--- src/rtl/synapse_integrator_if.sv ---
// Purpose : bundles the spike, weight-write, parameter-write and output signals of synapse_integrator.
// Latency : n/a (wiring only).
// Backpressure: none; every signal is sampled or driven on every clock edge.
//
// Signals (master = stimulus side, slave = integrator):
//   spike_in        [N_IN]         one bit per presynaptic spike
//   load_w, w_addr, w_data         weight write strobe, index, signed value
//   load_params, new_decay_shift,
//   new_I_max, new_I_min           parameter write strobe and new values
//   clr_sat                        clears the sticky saturation flag
//   I_out           [WIDTH] signed registered synaptic current
//   sat_flag                       sticky saturation indicator
interface synapse_integrator_if #(
    parameter int WIDTH = 16,
    parameter int N_IN  = 4
);
    localparam int AW = $clog2(N_IN);

    logic        [N_IN-1:0]  spike_in;
    logic                    load_w;
    logic        [AW-1:0]    w_addr;
    logic signed [WIDTH-1:0] w_data;
    logic                    load_params;
    logic        [3:0]       new_decay_shift;
    logic signed [WIDTH-1:0] new_I_max;
    logic signed [WIDTH-1:0] new_I_min;
    logic                    clr_sat;
    logic signed [WIDTH-1:0] I_out;
    logic                    sat_flag;

    modport master (
        output spike_in, load_w, w_addr, w_data,
        output load_params, new_decay_shift, new_I_max, new_I_min,
        output clr_sat,
        input  I_out, sat_flag
    );

    modport slave (
        input  spike_in, load_w, w_addr, w_data,
        input  load_params, new_decay_shift, new_I_max, new_I_min,
        input  clr_sat,
        output I_out, sat_flag
    );
endinterface

--- src/rtl/synapse_integrator.sv ---
// Purpose : leaky synaptic current integrator; sums weights of spiking inputs, decays by arithmetic shift, clamps.
// Latency : one cycle from spike_in sample to I_out.
// Backpressure: none; a new update is accepted on every clock edge.
//
// Ports:
//   clk  - rising-edge clock
//   rst  - asynchronous active-high reset (I_out=0, weights=0, shift=4, full-range bounds, flag clear)
//   bus  - synapse_integrator_if.slave (spikes, weight/parameter writes, clr_sat, I_out, sat_flag)
// Build option: define SYN_SAT_FLAG_EN to include the sticky saturation flag; otherwise sat_flag is 0.
module synapse_integrator #(
    parameter int WIDTH = 16,
    parameter int N_IN  = 4
) (
    input  logic                 clk,
    input  logic                 rst,
    synapse_integrator_if.slave  bus
);

    localparam int AW = $clog2(N_IN);
    // Headroom: one bit for I_out - D, AW bits for the spike sum, one spare.
    // Nothing can wrap before the clamp.
    localparam int SW = WIDTH + AW + 2;

    localparam logic signed [WIDTH-1:0] I_MAX_RST = {1'b0, {(WIDTH-1){1'b1}}};
    localparam logic signed [WIDTH-1:0] I_MIN_RST = {1'b1, {(WIDTH-1){1'b0}}};

    logic signed [WIDTH-1:0] r_weight [N_IN];
    logic signed [WIDTH-1:0] r_I_out;
    logic signed [WIDTH-1:0] r_I_max;
    logic signed [WIDTH-1:0] r_I_min;
    logic        [3:0]       r_decay_shift;

    logic signed [WIDTH-1:0] w_decay;
    logic signed [SW-1:0]    w_spike_sum;
    logic signed [SW-1:0]    w_next_wide;
    logic                    w_above;
    logic                    w_below;
    logic signed [WIDTH-1:0] w_I_next;
    logic                    w_params_ok;
    logic        [3:0]       w_shift_lim;

    // Shift of zero means "no leak", not "subtract everything".
    always_comb begin
        w_decay = '0;
        if (r_decay_shift != 4'd0) begin
            w_decay = r_I_out >>> r_decay_shift;
        end
    end

    // All spiking inputs contribute in the same cycle, using the weights
    // held before any same-cycle weight write.
    always_comb begin
        w_spike_sum = '0;
        for (int k = 0; k < N_IN; k++) begin
            if (bus.spike_in[k]) begin
                w_spike_sum = w_spike_sum + SW'(r_weight[k]);
            end
        end
    end

    assign w_next_wide = SW'(r_I_out) - SW'(w_decay) + w_spike_sum;
    assign w_above     = (w_next_wide > SW'(r_I_max));
    assign w_below     = (w_next_wide < SW'(r_I_min));

    always_comb begin
        w_I_next = w_next_wide[WIDTH-1:0];
        if (w_above) begin
            w_I_next = r_I_max;
        end else if (w_below) begin
            w_I_next = r_I_min;
        end
    end

    // An inverted bound pair is rejected as a whole; oversized shifts saturate
    // at WIDTH-1 so the leak never exceeds the value itself.
    assign w_params_ok = (bus.new_I_min <= bus.new_I_max);
    assign w_shift_lim = (int'(bus.new_decay_shift) >= WIDTH) ? 4'(WIDTH - 1)
                                                               : bus.new_decay_shift;

    always_ff @(posedge clk or posedge rst) begin
        if (rst) begin
            r_I_out       <= '0;
            r_decay_shift <= 4'd4;
            r_I_max       <= I_MAX_RST;
            r_I_min       <= I_MIN_RST;
        end else begin
            r_I_out <= w_I_next;
            if (bus.load_params && w_params_ok) begin
                r_decay_shift <= w_shift_lim;
                r_I_max       <= bus.new_I_max;
                r_I_min       <= bus.new_I_min;
            end
        end
    end

    // Address decode by exact match only, so indices >= N_IN select nothing.
    always_ff @(posedge clk or posedge rst) begin
        if (rst) begin
            for (int k = 0; k < N_IN; k++) begin
                r_weight[k] <= '0;
            end
        end else begin
            for (int k = 0; k < N_IN; k++) begin
                if (bus.load_w && (bus.w_addr == AW'(k))) begin
                    r_weight[k] <= bus.w_data;
                end
            end
        end
    end

    assign bus.I_out = r_I_out;

`ifdef SYN_SAT_FLAG_EN
    logic r_sat_flag;

    // New saturation wins over a same-cycle clear.
    always_ff @(posedge clk or posedge rst) begin
        if (rst) begin
            r_sat_flag <= 1'b0;
        end else if (w_above || w_below) begin
            r_sat_flag <= 1'b1;
        end else if (bus.clr_sat) begin
            r_sat_flag <= 1'b0;
        end
    end

    assign bus.sat_flag = r_sat_flag;
`else
    logic w_unused_clr_sat;

    assign w_unused_clr_sat = bus.clr_sat;
    assign bus.sat_flag     = 1'b0;
`endif

endmodule

--- src/flat_wrapper.sv ---
// flat-port wrapper written by rule: the top's interface ports become plain ports
module synapse_integrator_flat 
#(
    parameter int WIDTH = 16,
    parameter int N_IN  = 4
)
  (clk, rst, bus_spike_in, bus_load_w, bus_w_addr, bus_w_data, bus_load_params, bus_new_decay_shift, bus_new_I_max, bus_new_I_min, bus_clr_sat, bus_I_out, bus_sat_flag);
  synapse_integrator_if #(.WIDTH(WIDTH), .N_IN(N_IN)) bus_i ();
  input  logic clk;
  input  logic rst;
  input wire logic [$bits(bus_i.spike_in)-1:0] bus_spike_in;
  input wire logic [$bits(bus_i.load_w)-1:0] bus_load_w;
  input wire logic [$bits(bus_i.w_addr)-1:0] bus_w_addr;
  input wire logic [$bits(bus_i.w_data)-1:0] bus_w_data;
  input wire logic [$bits(bus_i.load_params)-1:0] bus_load_params;
  input wire logic [$bits(bus_i.new_decay_shift)-1:0] bus_new_decay_shift;
  input wire logic [$bits(bus_i.new_I_max)-1:0] bus_new_I_max;
  input wire logic [$bits(bus_i.new_I_min)-1:0] bus_new_I_min;
  input wire logic [$bits(bus_i.clr_sat)-1:0] bus_clr_sat;
  output wire logic [$bits(bus_i.I_out)-1:0] bus_I_out;
  output wire logic [$bits(bus_i.sat_flag)-1:0] bus_sat_flag;
  assign bus_i.spike_in = bus_spike_in;
  assign bus_i.load_w = bus_load_w;
  assign bus_i.w_addr = bus_w_addr;
  assign bus_i.w_data = bus_w_data;
  assign bus_i.load_params = bus_load_params;
  assign bus_i.new_decay_shift = bus_new_decay_shift;
  assign bus_i.new_I_max = bus_new_I_max;
  assign bus_i.new_I_min = bus_new_I_min;
  assign bus_i.clr_sat = bus_clr_sat;
  assign bus_I_out = bus_i.I_out;
  assign bus_sat_flag = bus_i.sat_flag;
  synapse_integrator #(.WIDTH(WIDTH), .N_IN(N_IN)) u_core (.clk(clk), .rst(rst), .bus(bus_i));
endmodule
--- config.mk ---
export PLATFORM = sky130hd
export DESIGN_NAME = synapse_integrator_flat
export DESIGN_NICKNAME = d
export VERILOG_FILES = /design/src/rtl/synapse_integrator_if.sv /design/src/rtl/synapse_integrator.sv /design/src/flat_wrapper.sv
export SDC_FILE = /design/constraint.sdc
export NUM_CORES = 1
export LEC_CHECK = 0
export BUFFER_PORTS_ARGS = -buffer_cell sky130_fd_sc_hd__buf_2
export CAP_MARGIN = 10
export CORE_MARGIN = 3
export CORE_UTILIZATION = 40
export CTS_CLUSTER_DIAMETER = 120
export DETAILED_ROUTE_END_ITERATION = 10
export GPL_TIMING_DRIVEN = 0
export PLACE_DENSITY = 0.67
export RECOVER_POWER = 25
export SLEW_MARGIN = 15
export SYNTH_ARGS = -nofsm -noshare
export SYNTH_HDL_FRONTEND = slang
export SYNTH_SLANG_ARGS = --single-unit
--- constraint.sdc ---
create_clock -name clk -period 22.3 [get_ports clk]
set_clock_uncertainty 0.15 [all_clocks]
set_input_delay 2.23 -clock clk [delete_from_list [all_inputs] [get_ports clk]]
set_output_delay 2.23 -clock clk [all_outputs]
set_load 0.005 [all_outputs]
After elaboration in Yosys (flattened, before gate mapping)
Cells that the tools add are included.
Storage, ports and cells
  logic and storage cells: 34
  flip-flop bits (word level): 116
Cells by class
  mux-type cells: 7
  equality and inequality tests: 3
  shift operators: 1
  order comparisons: 3
  $add $sub $neg: 5
  reductions and logical operators: 7
Operators with widths (number)
  20-bit two-way mux: 4
  20-bit by 16-bit adder with 20-bit output: 3
  16-bit two-way mux: 3
  20-bit adder: 1
  20-bit by 16-bit > comparator with 1-bit output: 1
  20-bit by 16-bit < comparator with 1-bit output: 1
  16-bit by 16-bit subtractor with 17-bit output: 1
  16-bit <= comparator: 1
  16-bit by 4-bit >>> shifter with 16-bit output: 1
  1-bit logical AND: 5
  2-bit == test, second input constant: 2
  4-bit nonzero test: 1
  2-bit by 1-bit == test with 1-bit output, second input constant: 1
  2-bit zero test: 1

Logic depth before layout (Yosys ltp)
  depth after elaboration: 11
  depth in mapped cells: 48
  gate-level depth less buffers: 45

Least setup slack after synthesis
No wires, ideal clock.
  path type: in2reg
  start point: input bus_spike_in[0]
  end point: register u_core.r_I_out[10], in the netlist u_core.bus.I_out[10]
  path buffers: 2
  path slack: 11.078 ns
  arrival time: 10.946 ns
  cell stages on the path: 44
  cell sequence: clkbuf_1 > and2_1 > ha_1 > fa_1 > a21o_1 > a21oi_2 > nor2b_1 > maj3_1 > a22oi_1 > xnor2_1 > a21oi_1 > or2_2 > ha_1 > or3_1 > nand3_1 > nand2_1 > ha_1 > a2111oi_0 > [... 8 more ...] > ha_1 > o21a_1 > o211ai_1 > a31oi_1 > o21a_1 > o21a_1 > o2111ai_1 > nand3_1 > xnor3_1 > ha_1 > nand4_1 > or3_1 > nor2_1 > a211oi_1 > mux2i_2 > buf_2 > mux2i_1 > mux2i_1
Between the ends
  word-level cells in the longest chain between the ends: 11
  elaborated cells between the ends (all ways): 12
RTL lines
  start: declaration: line flat_wrapper.sv:11  | input wire logic [$bits(bus_i.spike_in)-1:0] bus_spike_in;
  20-bit two-way mux (*): line synapse_integrator.sv:55  | if (bus.spike_in[k]) begin
  20-bit by 16-bit adder with 20-bit output: line synapse_integrator.sv:56  | w_spike_sum = w_spike_sum + SW'(r_weight[k]);
  20-bit two-way mux (*): line synapse_integrator.sv:55
  20-bit by 16-bit adder with 20-bit output: line synapse_integrator.sv:56
  20-bit two-way mux (*): line synapse_integrator.sv:55
  20-bit by 16-bit adder with 20-bit output: line synapse_integrator.sv:56
  20-bit two-way mux (*): line synapse_integrator.sv:55
  20-bit adder (*): line synapse_integrator.sv:61  | assign w_next_wide = SW'(r_I_out) - SW'(w_decay) + w_spike_sum;
  20-bit by 16-bit < comparator with 1-bit output: line synapse_integrator.sv:63  | assign w_below = (w_next_wide < SW'(r_I_min));
  16-bit two-way mux: line synapse_integrator.sv:69  | end else if (w_below) begin
  16-bit two-way mux (*): line synapse_integrator.sv:67  | if (w_above) begin
  via u_core.w_I_next[10]: line synapse_integrator.sv:38  | logic signed [WIDTH-1:0] w_I_next;
  end signal: assignment: line synapse_integrator.sv:87  | r_I_out <= w_I_next;
  end: declaration: line synapse_integrator.sv:28  | logic signed [WIDTH-1:0] r_I_out;
Mark *: on every way through the listed nets, which the timed path passes. The rest lies on a longest branch.
A chain may end at the register's enable or synchronous reset.

Worst setup path in the final report
  start point: input bus_spike_in[0]
  end point: register u_core.r_I_out[11], in the netlist u_core.bus.I_out[11]
The elaborated chain is that of the path after synthesis.

==> impl_metrics.yaml <==
status:
  run_status: "finished with violations"
  failed_checks: "max-capacitance violations, max-slew violations"
synthesis:
  synth.most_common_cell: "ha_1"
  syn_area_per_cell_um2: 8.992
  yosysWarnings: 0
  synthDistinctLibCells: 81
  synthesis.instances: 1275
  synth_area_leader: "dfrtp_1"
  yosys_most_used_dff: "dfrtp_1"
  synth-edff-count: 0
  synth.area.top_cells: "dfrtp_1 22%, ha_1 15%, mux2_2 10%"
  ys_seq_elements: 116
  async_flop_share_pct: 100.0
  synthesis.area_mm2: 0.01146
  syn_nets: 1483
  synth_sequential_area_ratio_pct: 25.50
  synthTopCellsByCount: "140 x ha_1, 105 x mux2_2, 99 x dfrtp_1"
  yosys.area.top_type_share_pct: 21.61
final_layout:
  area.growth.synth_to_final_pct: 12.75
  finish.cell_count_without_fillers: 1762
  finish.net_count: 1579
  layout.filler_cells: 2699
  drive_gt1_share_pct: 19.36
  ant_diodes: 0
critical_path:
  reg2regPathDepth: 45
  crit-reg2reg-capture: "u_core.bus.I_out[11]"
  start_kind: "input port"
  timing.rr.start: "u_core.r_weight[48]"
  slowest_stage: "mux2i_2"
  reg2reg_setup_slack_ns: 11.49
  crit_path_kind: "input port to flop"
  critical_path_arrival_ns: 13.11
  max_stage_delay_ns: 0.70
  crit_fanout: 10
  timing.critical_path.to_type: "flop"
  cp.required_ns: 22.45
global_route:
  grt_use_total_pct: 19.50
  grt_remaining_overflow: 0
  number_of_global_route_vias_before_repair: 9460
  antenna_violations_before_repair: 0
  global_route_wire_length_before_repair_um: 48530
  grt_start_max_net_pins: 65
die:
  io_pins: 80
  initial_core_util_pct: 40.93
  die_h_um: 175.3
  floorplan.core_area_mm2: 0.02801
  design.die.area_mm2: 0.03073
  num_rows: 61
  fp.dieW_um: 175.3
placement:
  gp_congestion: 0.9091
  dpl_worst_slack_ns: 9.100
  count_of_input_and_output_buffers: 76
  total_half_perimeter_wirelength_after_legalization_and_detailed_placement_um: 24000
  placed_cells_incl_taps: 1730
clock_tree:
  cts_sinks: 116
  worstSkewPairLatency_ns: 0.43
  cts_setup_buffers: 0
  cts_htree_levels: 4
  clk_pin_slew_worst_setup_hold_paths_ns: 0.06
  cts-resized-gates: 0
  tritoncts.num_buffers: 17
  cts_tree: "done"
  cts.hold.buffers_added: 0
  clock_tree.buffer_depth: 2
  cts_root_buffer: "clkbuf_16"
detailed_routing:
  drt_wl_total_um: 29850
  drc: 0
  post_drt_wl_per_cell_um: 16.94
  vias: 9774
  drtIter0Drc: 557
  ant_nets: 0
  post_drt_via_cell_ratio: 5.547
  drt_first_pass_iters: 5
sta:
  report.final.slew_viol_count: 119
  worst-slew-pin-transition_ns: 3.504
  worst_slack_ns: 9.342
  setup_violations: 0
  hold_viol_final: 0
  fmaxAchievable_ghz: 0.07717
  relSlewSlack_pct: -133.6
  grt_setup_unrepaired: "false"
  timing.final.crit_period_ns: 12.96
  period_share_pct: 58.11
  setup-tns-final_ns: 0
min_path:
  timing.hold.worst_endpoint: "u_core.r_weight[51]"
  hold_path_depth: 1
  hold_path.startpoint: "u_core.r_weight[51]"
  worstHoldPathType: "flop to flop"
flow_run:
  max-cap-violations: 2
==> metrics by stage <==
| stage | utilization [%] | cell area [um^2] | hold slack (ns) |
|---|---|---|---|
| floorplan | - | 11460 | 0.3215 |
| global placement | 43.98 | 12320 | 0.3359 |
| detailed placement | 44.09 | 12350 | 0.3418 |
| CTS | 46.25 | 12950 | 0.3554 |
| global route | 46.15 | 12930 | 0.3755 |
| finish | 46.15 | 12930 | 0.3556 |
==> worst max path at each step <==
stage	startpoint	endpoint	slack, ns	cells past startpoint
floorplan	bus_spike_in[0]	u_core.bus.I_out[10]	11.08	44
global placement	bus_spike_in[0]	u_core.bus.I_out[6]	9.14	47
detailed placement	bus_spike_in[0]	u_core.bus.I_out[9]	9.10	47
CTS	bus_spike_in[0]	u_core.bus.I_out[9]	9.47	47
global route	bus_spike_in[0]	u_core.bus.I_out[11]	8.70	47
finish	bus_spike_in[0]	u_core.bus.I_out[11]	9.34	47
==> cells by family after synthesis <==
| kind of cell | share of synthesized area [%] |
|---|---|
| buffers and inverters | 4.431 |
| AOI/OAI and AO/OA | 18.98 |
| xor gates and xnor gates | 4.671 |
| muxes | 16.30 |
| other | 0.03271 |
| adders and majority gates | 16.34 |
| and+or+nand+nor | 13.74 |
| DFF | 25.50 |
==> registers in the layout (all words and copies together) (netlist names) <==
| signal | cells |
|---|---|
| u_core.r_I_min | 16 |
| u_core.bus.I_out | 16 |
| u_core.r_decay_shift | 4 |
| u_core.r_weight | 64 |
| u_core.r_I_max | 16 |
==> cell type report <==
class                           instances  area [um^2]  area share (%)
Multi-Input combinational cell       1028         8033           62.14
Sequential cell                       116         2924           22.62
Tap cell                              378        473.0           3.659
Clock buffer                           19        452.9           3.504
Timing Repair Buffer                   77        384.1           2.972
Inverter                               93        350.3           2.710
Buffer                                 38        158.9           1.229
Clock inverter                         13        150.1           1.162
==> worst max-delay path: cells and delay by family <==
kind | cells | cell delay (ns)
xor+xnor | 3 | 0.90
simple gates | 11 | 1.50
buf+inv | 4 | 1.46
mux | 3 | 1.03
fa+ha+maj | 6 | 2.06
compound gates | 20 | 3.92
==> routing by layer <==
layer / GRT usage, % / up-vias / wire length, um
met3: 2.767 / 32 / 1427
met5: 0 / - / 0
li1: - / 4831 / -
met4: 5.020 / 0 / 433
met1: 27.96 / 4691 / 14520
met2: 30.97 / 220 / 13480
==> cells in the final DEF (no fill, tap or decap), types with 4 or more instances in the layout <==
cell type,Yosys,routed
ha_1,140,140
mux2_2,105,105
dfrtp_1,99,99
inv_1,92,91
nor2_1,85,85
buf_2,7,83
nand2_1,83,83
a21oi_1,71,71
o21ai_0,67,67
mux2i_1,65,65
xnor2_1,43,43
a21o_1,42,42
nand3_1,30,30
clkbuf_1,26,27
o21a_1,26,26
a211oi_1,22,22
nor3_1,19,19
nor2b_1,19,19
nand2b_1,17,17
clkbuf_16,0,17
dfstp_2,17,17
and2_1,14,14
a31oi_1,13,13
xor2_1,13,13
o211ai_1,12,12
or3_1,11,11
nand4_1,9,9
or2_2,8,8
and3_1,8,8
nand3b_1,7,7
o31ai_1,7,7
a21boi_0,6,6
a211o_1,5,5
fa_1,5,5
nor3b_1,4,4
a31o_2,4,4
o21ai_1,4,4
o21bai_1,4,4
a221o_1,4,4
clkinvlp_4,0,4
Power is not shown: default switching activity piles up to over one toggle a cycle in this logic, so the estimate is an artifact.
